<file path="src/rtl/uart_param.sv">
// Single-clock UART with internal baud divider, configurable width/parity/stop bits.
// TX runs its own bit timer; RX uses a 2-flop synchroniser and 16x oversampling.
module uart_param #(
  parameter int DATA_BITS = 8,
  parameter int PARITY    = 0,
  parameter int STOP_BITS = 1,
  parameter int CLK_DIV   = 27
) (
  input  logic                 clk,
  input  logic                 rst_n,
  input  logic [DATA_BITS-1:0] din,
  input  logic                 wr_en,
  output logic                 tx,
  output logic                 tx_busy,
  input  logic                 rx,
  output logic [DATA_BITS-1:0] dout,
  output logic                 rdy,
  input  logic                 rdy_clr,
  output logic                 frame_err,
  output logic                 parity_err,
  output logic                 overrun
);

  localparam int BIT_CYC = 16 * CLK_DIV;
  localparam int TCW     = $clog2(BIT_CYC);
  localparam int DW      = $clog2(CLK_DIV);

  typedef enum logic [2:0] {S_IDLE, S_START, S_DATA, S_PAR, S_STOP, S_BREAK} state_t;

  // ---------------- transmitter ----------------
  state_t                 r_tx_state, w_tx_next;
  logic [TCW-1:0]         r_tx_cnt;
  logic [3:0]             r_tx_idx;
  logic [DATA_BITS-1:0]   r_tx_shift;
  logic                   r_tx_par;
  logic                   w_tx_bit_end, w_tx_d, w_busy_d, w_tx_par_in;

  assign w_tx_bit_end = (r_tx_cnt == TCW'(BIT_CYC - 1));
  assign w_tx_par_in  = (PARITY == 1) ? ~(^din) : (^din);

  always_ff @(posedge clk or negedge rst_n) begin
    if (!rst_n) r_tx_state <= S_IDLE;
    else        r_tx_state <= w_tx_next;
  end

  always_comb begin
    w_tx_next = r_tx_state;
    case (r_tx_state)
      S_IDLE:  if (wr_en) w_tx_next = S_START;
      S_START: if (w_tx_bit_end) w_tx_next = S_DATA;
      S_DATA:  if (w_tx_bit_end && r_tx_idx == 4'(DATA_BITS - 1))
                 w_tx_next = (PARITY != 0) ? S_PAR : S_STOP;
      S_PAR:   if (w_tx_bit_end) w_tx_next = S_STOP;
      S_STOP:  if (w_tx_bit_end && r_tx_idx == 4'(STOP_BITS - 1)) w_tx_next = S_IDLE;
      default: w_tx_next = S_IDLE;
    endcase
  end

  // Line level is computed for the coming state so tx itself can be a flop.
  always_comb begin
    w_busy_d = (w_tx_next != S_IDLE);
    w_tx_d   = 1'b1;
    case (w_tx_next)
      S_START: w_tx_d = 1'b0;
      S_DATA:  w_tx_d = (r_tx_state == S_DATA && w_tx_bit_end) ? r_tx_shift[1] : r_tx_shift[0];
      S_PAR:   w_tx_d = r_tx_par;
      default: w_tx_d = 1'b1;
    endcase
  end

  always_ff @(posedge clk or negedge rst_n) begin
    if (!rst_n) begin
      r_tx_cnt   <= '0;
      r_tx_idx   <= '0;
      r_tx_shift <= '0;
      r_tx_par   <= 1'b0;
      tx         <= 1'b1;
      tx_busy    <= 1'b0;
    end else begin
      tx      <= w_tx_d;
      tx_busy <= w_busy_d;
      if (r_tx_state == S_IDLE || w_tx_bit_end) r_tx_cnt <= '0;
      else                                      r_tx_cnt <= r_tx_cnt + 1'b1;
      if (w_tx_next != r_tx_state) r_tx_idx <= '0;
      else if (w_tx_bit_end)       r_tx_idx <= r_tx_idx + 1'b1;
      if (r_tx_state == S_IDLE && wr_en) begin
        r_tx_shift <= din;
        r_tx_par   <= w_tx_par_in;
      end else if (r_tx_state == S_DATA && w_tx_bit_end) begin
        r_tx_shift <= r_tx_shift >> 1;
      end
    end
  end

  // ---------------- receiver ----------------
  logic                 r_rx_s1, r_rx_s2, r_rx_s3;
  logic [DW-1:0]        r_div;
  state_t               r_rx_state, w_rx_next;
  logic [3:0]           r_rx_cnt, r_rx_idx;
  logic [DATA_BITS-1:0] r_rx_shift;
  logic                 r_rx_par;
  logic                 w_tick, w_rx_mid, w_rx_fall, w_rx_done, w_par_err;

  assign w_tick    = (r_div == DW'(CLK_DIV - 1));
  assign w_rx_mid  = w_tick && (r_rx_cnt == 4'd15);
  assign w_rx_fall = r_rx_s3 && !r_rx_s2;

  always_ff @(posedge clk or negedge rst_n) begin
    if (!rst_n) begin
      r_rx_s1 <= 1'b1;
      r_rx_s2 <= 1'b1;
      r_rx_s3 <= 1'b1;
      r_div   <= '0;
    end else begin
      r_rx_s1 <= rx;
      r_rx_s2 <= r_rx_s1;
      r_rx_s3 <= r_rx_s2;
      r_div   <= w_tick ? '0 : r_div + 1'b1;
    end
  end

  always_ff @(posedge clk or negedge rst_n) begin
    if (!rst_n) r_rx_state <= S_IDLE;
    else        r_rx_state <= w_rx_next;
  end

  always_comb begin
    w_rx_next = r_rx_state;
    case (r_rx_state)
      S_IDLE:  if (w_rx_fall) w_rx_next = S_START;
      S_START: if (w_tick && r_rx_cnt == 4'd7) w_rx_next = r_rx_s2 ? S_IDLE : S_DATA;
      S_DATA:  if (w_rx_mid && r_rx_idx == 4'(DATA_BITS - 1))
                 w_rx_next = (PARITY != 0) ? S_PAR : S_STOP;
      S_PAR:   if (w_rx_mid) w_rx_next = S_STOP;
      S_STOP:  if (w_rx_mid) w_rx_next = r_rx_s2 ? S_IDLE : S_BREAK;
      S_BREAK: if (r_rx_s2) w_rx_next = S_IDLE;
      default: w_rx_next = S_IDLE;
    endcase
  end

  always_comb begin
    w_rx_done = (r_rx_state == S_STOP) && w_rx_mid;
    w_par_err = 1'b0;
    if (PARITY == 1)      w_par_err = ~((^r_rx_shift) ^ r_rx_par);
    else if (PARITY == 2) w_par_err = (^r_rx_shift) ^ r_rx_par;
  end

  always_ff @(posedge clk or negedge rst_n) begin
    if (!rst_n) begin
      r_rx_cnt   <= '0;
      r_rx_idx   <= '0;
      r_rx_shift <= '0;
      r_rx_par   <= 1'b0;
      dout       <= '0;
      rdy        <= 1'b0;
      frame_err  <= 1'b0;
      parity_err <= 1'b0;
      overrun    <= 1'b0;
    end else begin
      if (w_rx_next != r_rx_state || r_rx_state == S_IDLE) r_rx_cnt <= '0;
      else if (w_tick)                                      r_rx_cnt <= r_rx_cnt + 1'b1;
      if (w_rx_next != r_rx_state)                 r_rx_idx <= '0;
      else if (r_rx_state == S_DATA && w_rx_mid)   r_rx_idx <= r_rx_idx + 1'b1;
      if (r_rx_state == S_DATA && w_rx_mid) r_rx_shift <= {r_rx_s2, r_rx_shift[DATA_BITS-1:1]};
      if (r_rx_state == S_PAR && w_rx_mid)  r_rx_par   <= r_rx_s2;
      // A completing frame wins over a same-cycle clear.
      if (w_rx_done) begin
        dout       <= r_rx_shift;
        rdy        <= 1'b1;
        frame_err  <= !r_rx_s2;
        parity_err <= w_par_err;
        overrun    <= rdy_clr ? 1'b0 : (overrun | rdy);
      end else if (rdy_clr) begin
        rdy        <= 1'b0;
        frame_err  <= 1'b0;
        parity_err <= 1'b0;
        overrun    <= 1'b0;
      end
    end
  end

endmodule

</file>
<file path="config.mk">
export PLATFORM = sky130hd
export DESIGN_NAME = uart_param
export DESIGN_NICKNAME = d
export VERILOG_FILES = /design/src/rtl/uart_param.sv
export SDC_FILE = /design/constraint.sdc
export NUM_CORES = 1
export LEC_CHECK = 0
export BUFFER_PORTS_ARGS = -buffer_cell sky130_fd_sc_hd__buf_4
export CORE_MARGIN = 3
export CORE_UTILIZATION = 40
export DETAILED_ROUTE_END_ITERATION = 10
export HOLD_SLACK_MARGIN = 0.03
export PLACE_DENSITY = 0.65
export SLEW_MARGIN = 10
export SYNTH_ARGS = -nofsm -noshare
export SYNTH_HDL_FRONTEND = slang
export SYNTH_SLANG_ARGS = --single-unit
</file>
<file path="constraint.sdc">
create_clock -name clk -period 3.7 [get_ports clk]
set_input_delay 0.555 -clock clk [delete_from_list [all_inputs] [get_ports clk]]
set_output_delay 0.555 -clock clk [all_outputs]
set_load 0.02 [all_outputs]
</file>
Yosys cells after proc, flatten, opt, wreduce, memory -nomap -nowiden
Index checks and enable logic that the tools add are counted.
Widths: inputs -> output; s select.

storage, ports and cells
  logic and storage cells = 102
  latch bits = 0
  input port bits = 13
  bits in writable memories = 0
  register bits after elaboration = 66
  memories = 0
  output and inout port bits = 14
  memory bits (read-only) = 0

cells by class
  div/mod/pow operators = 0
  bitwise logic cells = 1
  eq/ne operators = 20
  order comparisons = 0
  $mul = 0
  reductions and logical operators = 23
  multiplexer cells = 33
  shift-type cells = 0
  add/subtract/negate cells = 5

operators by type and width
  operator             number
  $mux 3               12
  $mux 4               6
  $eq 3x2->1 const B   6
  $pmux 3 s6           1
  $mux 8               2
  $pmux 3 s5           1
  $add 4x1->4 const B  3
  $eq 4x3->1 const B   3
  $logic_and 1x1->1    10
  $reduce_bool 2->1    5
  $add 9x1->9 const B  1
  $eq 3x1->1 const B   3
  $eq 3x3->1 const B   3
  $eq 9x9->1 const B   1
  $mux 9               1
  $reduce_xor 8->1     1
  $mux 1               7
  $logic_not 3->1      2
  $ne 3x3->1           2
  $add 5x1->5 const B  1
  $eq 5x5->1 const B   1
  $mux 5               1
  $eq 4x4->1 const B   1
  $logic_not 4->1      1
  6 further kinds      7

Logic depth before layout (Yosys ltp)
Gate-level depths: netlist (run 1).

  depth after elaboration = 8
  gate-level depth with buffers = 9
  mapped depth without buffers = 7

Least setup slack after synthesis (run 1)
OpenSTA, ideal clock, no wires.

  path type = reg2reg
  start point = reg r_div[0]
  end point = reg dout[1]
  cell stages (with the launch flop) = 9
  library setup time = 127 ps
  data arrival time = 1,730 ps
  path slack = 1,842 ps
  buffers on the path = 2
  data required time = 3,573 ps
  period minus slack after synthesis = 1,858 ps
  cell sequence = dfrtp_1 > inv_1 > ha_1 > and4b_1 > buf_4 > nand3_2 > nor3_4 > buf_6 > mux2_1

on the way
  word-level cells in the longest chain between the ends = 3

RTL lines
  what                    RTL line  source
  from (decl)             97        logic [DW-1:0] r_div;
  from (signal assigned)  118       r_div <= w_tick ? '0 : r_div + 1'b1;
  $eq 5x5->1              104       assign w_tick = (r_div == DW'(CLK_DIV - 1));
  $logic_and 1x1->1       105       assign w_rx_mid = w_tick && (r_rx_cnt == 4'd15);
  $logic_and 1x1->1       142       w_rx_done = (r_rx_state == S_STOP) && w_rx_mid;
  to (signal assigned)    168       dout <= r_rx_shift;
  to (decl)               16        output logic [DATA_BITS-1:0] dout,

No other way between the ends.
A chain may end at the register's enable or synchronous reset.

Final worst setup path (run 1)
  start point = reg r_div[0]
  end point = reg dout[4]

Same word-level chain as after synthesis.

==> results of run 1 <==
[worst min-delay path by stage]
stage               slack [ns]  startpoint       end
CTS                       0.31          rx   r_rx_s1
detailed placement        0.35     r_rx_s1   r_rx_s2
floorplan                 0.26       rst_n   dout[0]
global placement          0.35     r_rx_s1   r_rx_s2
finish                    0.30       rst_n  r_div[3]
global route              0.30          rx   r_rx_s1
[layout by cell type, fill, tap and decap left out, drive strengths merged, types with 11 or more instances in the layout]
| cell | instances |
|---|---|
| xnor2 | 13 |
| mux2 | 16 |
| nand2 | 24 |
| buf | 26 |
| clkbuf | 12 |
| nor2 | 33 |
| o21ai | 16 |
| dfrtp | 61 |
| xor2 | 11 |
[sequential cells by signal, summed over array words and instances, names as in the netlist, 3 cells and up]
name        cells
r_tx_shift      8
r_rx_cnt        4
r_rx_state      3
r_tx_idx        4
dout            8
r_tx_cnt        9
r_rx_idx        4
r_tx_state      3
r_div           5
r_rx_shift      8
[kinds of logic after synthesis]
group           after synthesis
simple gates                 99
flops                        65
compound gates               43
mux                          25
xor+xnor                     24
buf+inv                      20
fa+ha+maj                     7
other cells                   1
[per-stage QoR]
stage,cells,total power [mW]
floorplan,284,0.9591
global route,414,1.660
detailed placement,398,1.019
global placement,398,1.014
finish,414,1.575
CTS,414,1.596
[area by class of cell]
class	count	area (um^2)	area share [%]
Multi-Input combinational cell	199	1350	38.41
Tap cell	99	123.9	3.524
Timing Repair Buffer	26	195.2	5.554
Clock buffer	12	135.1	3.845
Clock inverter	4	45.04	1.282
Sequential cell	65	1632	46.42
Inverter	9	33.78	0.9612
[layer usage]
metal / vias to the layer above / share of wire (%)
li1: 1028 / -
met1: 976 / 49
met2: 24 / 46
met3: 5 / 4.1
met4: 0 / 1.1
met5: - / 0
[synthesized netlist by cell type (all sizes together), types with 3 or more instances]
cell,count,share of area [%]
o21ai,16,2.6
and2,3,0.61
mux2i,9,2.9
clkbuf,4,0.49
a21oi,9,1.5
ha,7,2.8
nor2b,3,0.61
or2,3,0.61
xnor2,13,3.7
nand3,8,1.5
a21o,3,0.73
mux2,16,5.8
nand4,4,0.81
buf,7,1.9
a31oi,3,0.61
nor2,33,4.0
dfrtp,61,49
or3,3,0.61
inv,9,1.1
xor2,11,3.1
nor3,4,1.0
dfstp,4,3.4
nand2b,4,0.81
nand2,24,2.9
[critical path, cell delays in order, from the launching register on]
cell	delay, ns
dfrtp_1	0.41
inv_1	0.08
ha_1	0.19
and4b_1	0.43
nand3_2	0.17
nor3_4	0.49
mux2_1	0.38
[where the power goes]
| group | total [mW] | leakage [nW] | switching, mW | internal (mW) |
|---|---|---|---|---|
| registers | 0.829 | 0.849 | 0.0495 | 0.779 |
| clock network | 0.574 | 0.0941 | 0.265 | 0.309 |
| logic | 0.173 | 0.707 | 0.0921 | 0.0805 |
==> metrics, run 1 <==
CP Launch Point r_div[0]; PortBufs 25; Max Fclk around 0.44 GHz; Synth Area in XOR/XNOR 6.807%; cells on worst reg2reg path 6; Design Area, Final about 3500 um^2; PD cells 448.2 nW/um^2; H-tree depth 3; register bit total from synthesis 65; min Tclk post-route 2.281 ns; Min Hold Slack 0.2966 ns; clk_lat worst skew 0.35 ns; syn nets about 300; fin util between 40 and 50%; synth warn 0; synthesized area 3088 um^2; area share of fa/ha/maj cells after synthesis 2.836%; vias in the first global route 1971; hold-fix buffers at CTS 0; Seq/Total Area, Yosys ~53%; starting density of the core 41.90%; clk_skew 0.009642 ns; Final WS setup approximately 1.4 ns; GPL Wtd Cong 0.8242; Max Root-Sink Buffers 2; Critical R2R Launch r_div[0]; drt first pass iters 4; Total Nets Final 330; IO Pins 27; Root Buffer clkbuf_8; CTS tree built; post-synthesis simple-gate area fraction 16.45%; initial antenna violation count 0; grt ovf 0; DIE WIDTH around 94 um; Tot GR Track Use 13.37%; Pins Over Slew Limit 0; CTS clk-pin slew, worst paths 0.07 ns; max cap viols 0; first-pass GRT wire length 9204 um; RSZ-0062 raised after global routing no; n_diodes 0; post-CTS setup buffers 0; crit-path max FO 12; setup slack, reg-to-reg 1.42 ns; Area Overhead vs Synth 13.82%; Most used DFF post-synth dfrtp_1; DP HPWL 3678 um; run status finished, final reports clean; Final ANT Viol Nets 0; post-DR vias/cell between 4 and 5; LEAKAGE roughly 1.7 nW; Worst EP required 3.92 ns; met2 GRT Util between 20% and 30%; CP arrival 2.51 ns; largest net degree at the start of global routing 66; Placement Setup Slack 1.408 ns; met1 GRT Util 17.79%; worst setup path endpoint dout[4]; met3 Use GR under 10%; Post-synth EDFFs 0; Max IR drop VDD 0.0002784 V; Core Region 7370 um^2; Compound-Gate Fraction of Synth Area 8.752%; Period Utilization, post-route between 60% and 70%; Post-Syn Instances 284; fraction of layout cells with a size suffix above 1 a little under a fifth; Fin. Hold Viols 0; Avg Cell Area, Syn about 11 um^2; final wirelength 5316 um; cts bufs inserted 9; Synth cell types 51; CTS resizes 0; Via Count 2033; Final setup viols 0; Crit. End Element flop; WL/cell 12.84 um; row cnt 31; DR iter-0 viols 75; die area around 8800 um^2; clk sink count 65; # fillers 689; worst setup path category flop to flop; worst hold path type primary input to async pin; Max-Slew Margin vs Limit a little under half; Setup TNS Final 0 ns; startpoint types flop; Post-synth ARST share 100.0%; Die Y between 90 and 100 um; multiplexer area fraction after synthesis under 10%; gr busiest metal met2; largest family of logic cells by synthesized area simple AND/OR/NAND/NOR gates; R2R Path End dout[4]; DRC viols 0; Worst-Margin Slew 0.8057 ns; Area after DPL 3334 um^2
Power figures use the tool's default switching activity.
==> run 2, diff against run 1 <==
--- a/config.mk
+++ b/config.mk
@@ -5,6 +5,7 @@
 export SDC_FILE = /design/constraint.sdc
 export NUM_CORES = 1
 export LEC_CHECK = 0
+export ABC_AREA = 1
 export BUFFER_PORTS_ARGS = -buffer_cell sky130_fd_sc_hd__buf_4
 export CORE_MARGIN = 3
 export CORE_UTILIZATION = 40
==> constraint.sdc (replaced) <==
create_clock -name clk -period 2.23 [get_ports clk]
set_input_delay 0.3345 -clock clk [delete_from_list [all_inputs] [get_ports clk]]
set_output_delay 0.3345 -clock clk [all_outputs]
set_load 0.02 [all_outputs]
==> run 2 against run 1 <==
  * Clock power increased by 95%
  * Largest cell class unchanged
  * Sequential share of layout area down 1.7 points
  * Cell count grew 19%
  * Non-clock buffer count is 2 higher
  * Synthesized cell count rose by 25%
  * Combinational power increased by 100%
  * Hold slack got worse by 0.22 ns
==> metrics, run 2 <==
max reg flops 9 (unchanged); DRC viols 0 (unchanged); Comb pwr share 12.2% (+1.2 points); cells on worst reg2reg path 11 (+5); Synth top cells by count nand2_1 (76), dfrtp_1 (61), nor2_1 (44); most frequent cell after synthesis nand2_1; crit-path max FO 10 (-2); WL/cell 10.70 um (-17%); worst path cell trace inv_1 -> ha_1 -> nand2_2 -> nor2_4 -> buf_4 -> nand4_1 -> nand4_1 -> nand2_1 -> nand2_2 -> nand3_2 -> nor2_1; Clk pwr share 39.3% (+2.9 points); PortBufs 25 (unchanged); register bit total from synthesis 65 (unchanged); clk_lat worst skew 0.35 ns (about the same); drt first pass iters 4 (unchanged); run status finished, final reports clean; vias in the first global route 2189 (+11%); Final ANT Viol Nets 0 (unchanged); Int Power 2.078 mW (+78%); CTS resizes 0 (unchanged); commonest cells after routing, fill and taps aside nand2_1 (76), dfrtp_1 (61), nor2_1 (44), inv_1 (39), buf_4 (28); worst hold path type primary input to async pin; LEAKAGE 1.745 nW (+5.8%); R2R Path End r_rx_cnt[3]; Post-synth EDFFs 0 (unchanged); synth warn 0 (unchanged); switch share 26.90% (+1.1 points); CTS clk-pin slew, worst paths 0.07 ns (about the same); Synth cell types 36 (-29%); startpoint types flop; Area Overhead vs Synth 16.57%; clk sink count 65 (unchanged); post-DR vias/cell 4.657 (-5.2%); Top Family by Delay on Critical Path simple AND/OR/NAND/NOR gates; setup slack, reg-to-reg 0.44 ns (-0.98 ns); synthesized area 3127 um^2 (+1.3%); syn nets 375 (+23%); Seq pwr share 48.5% (-4.1 points); Core Region 7408 um^2 (+0.53%); Area after DPL 3420 um^2 (+2.6%); Post-synth ARST share 100.0% (unchanged); Final setup viols 0 (unchanged); Max-Slew Margin vs Limit 48.15% (+1.9 points); Fin. Hold Viols 0 (unchanged); Period Utilization, post-route 80.41% (+19 points); met1 GRT Util 15.88% (-1.9 points); DP HPWL 3751 um (+2.0%); die area 8914 um^2 (+1.2%); Via Count 2291 (+13%); Avg Cell Area, Syn 8.808 um^2 (-19%); starting density of the core 42.21% (+0.30 points); total power 2.843 mW (+80%); first-pass GRT wire length 9384 um (+2.0%); Critical R2R Launch r_div[0]; H-tree depth 3 (unchanged); cts bufs inserted 9 (unchanged); commonest non-fill, non-tap cell in the layout nand2_1; row cnt 31 (unchanged); post-CTS setup buffers 0 (unchanged); fraction of layout cells with a size suffix above 1 18.32% (-0.73 points); n_diodes 0 (unchanged); clk_skew 0.005748 ns (-0.003894 ns); CP arrival 2.07 ns (-0.44 ns); Pins Over Slew Limit 0 (unchanged); DR iter-0 viols 96 (+28%); top cells by area, synth dfrtp_1 (49%), nand2_1 (9.1%), nor2_1 (5.3%), inv_1 (4.7%), o21ai_0 (3.7%); DIE WIDTH 94.42 um (+0.59%); met3 Use GR 5.418% (-0.11 points); PD cells 779.9 nW/um^2 (+74%); initial antenna violation count 0 (unchanged); Die Y 94.42 um (+0.59%); Crit. End Element flop; top-area cell type share of the netlist area 48.82% (-0.61 points); Root Buffer clkbuf_8; Yosys top cell by area dfrtp_1; Max IR drop VDD 0.0005631 V (+100%); hold-fix buffers at CTS 0 (unchanged); Max Fclk 0.5576 GHz (+27%); Seq/Total Area, Yosys 52.18% (-0.66 points); worst setup path category flop to flop; Max Root-Sink Buffers 2 (unchanged); met2 GRT Util 22.28% (+2.0 points); Largest stage delay, worst path 0.41 ns (-0.08 ns); CP Buf/Inv Count 2 (+1); Total Nets Final 408 (+24%); highest-delay cell along the critical path dfrtp_1; CTS tree built; max cap viols 0 (unchanged); Post-Syn Instances 355 (+25%); Setup TNS Final 0 ns (unchanged); gr busiest metal met2; Most flops, register r_tx_cnt; RSZ-0062 raised after global routing no; Tot GR Track Use 13.54% (+0.18 points); Net Switching 764.6 uW (+88%); largest net degree at the start of global routing 66 (unchanged); min Tclk post-route 1.793 ns (-0.4876 ns); Worst EP required 2.51 ns (-1.41 ns); Most used DFF post-synth dfrtp_1; GPL Wtd Cong 0.8480 (+2.9%); final wirelength 5263 um (-1.0%); Design Area, Final 3645 um^2 (+3.7%); grt ovf 0 (unchanged); Worst-Margin Slew 0.7778 ns (-0.02785 ns); IO Pins 27 (unchanged)
[run 2: cell types whose count changed in the layout (fill, tap and decap cells not counted), sizes merged, moves of 7 or more]
cell	delta
o21ai	+7
mux2i	-8
nand2	+62
nand3	+10
mux2	-15
inv	+36
nor2	+17
[run 2: per-layer routing]
layer / up-vias / share of wire [%]
met4: 0 / 1.6
met5: - / 0
met3: 8 / 5.3
met1: 1038 / 46
met2: 42 / 47
li1: 1203 / -
[run 2: kinds of logic after synthesis]
family / count (synthesis) / share of synthesized area, %
simple gates: 174 / 25.85
fa+ha+maj: 7 / 2.801
xor+xnor: 18 / 5.042
buf+inv: 49 / 6.562
other cells: 1 / 0.1199
compound gates: 39 / 6.763
flops: 65 / 52.18
mux: 2 / 0.6803
[run 2: stage by stage]
| stage | hold WS [ns] | instances | utilization [%] | worst slack (ns) |
|---|---|---|---|---|
| final | 0.07542 | 492 | 49.20 | 0.4367 |
| after global routing | 0.06267 | 492 | 49.20 | 0.2887 |
| after CTS | 0.07058 | 492 | 49.20 | 0.4304 |
| after detailed placement | 0.3470 | 476 | 46.16 | 0.4520 |
| after global placement | 0.3466 | 476 | 46.16 | 0.5079 |
| after floorplan | 0.03891 | 355 | - | 0.6771 |
[run 2: final cells by class]
class	instances	area [um^2]
tap	99	123.9
clock buffer	9	123.9
multi-input combinational	241	1290
clock inverter	7	101.3
inverter	43	163.9
timing repair buffer	28	210.2
fill	707	3764
sequential	65	1632
[run 2: how the worst max path moves through the flow]
stage | start | endpoint | slack, ns | cells past startpoint
after floorplan | r_div[0] | r_rx_shift[1] | 0.68 | 8
after global placement | r_tx_state[0] | r_tx_shift[5] | 0.51 | 7
after detailed placement | r_div[0] | r_rx_cnt[1] | 0.45 | 11
after CTS | r_div[0] | r_rx_cnt[3] | 0.43 | 11
after global routing | r_tx_cnt[0] | r_tx_idx[1] | 0.29 | 10
final | r_div[0] | r_rx_cnt[3] | 0.44 | 11
[run 2: power groups by stage]
stage          clock, mW  combinational, mW  sequential [mW]
2_1_floorplan          0              0.262             1.39
3_3_place_gp           0              0.347             1.40
3_5_place_dp           0              0.353             1.40
4_1_cts             1.16              0.353             1.38
5_1_grt             1.21              0.403             1.40
6_report            1.12              0.346             1.38
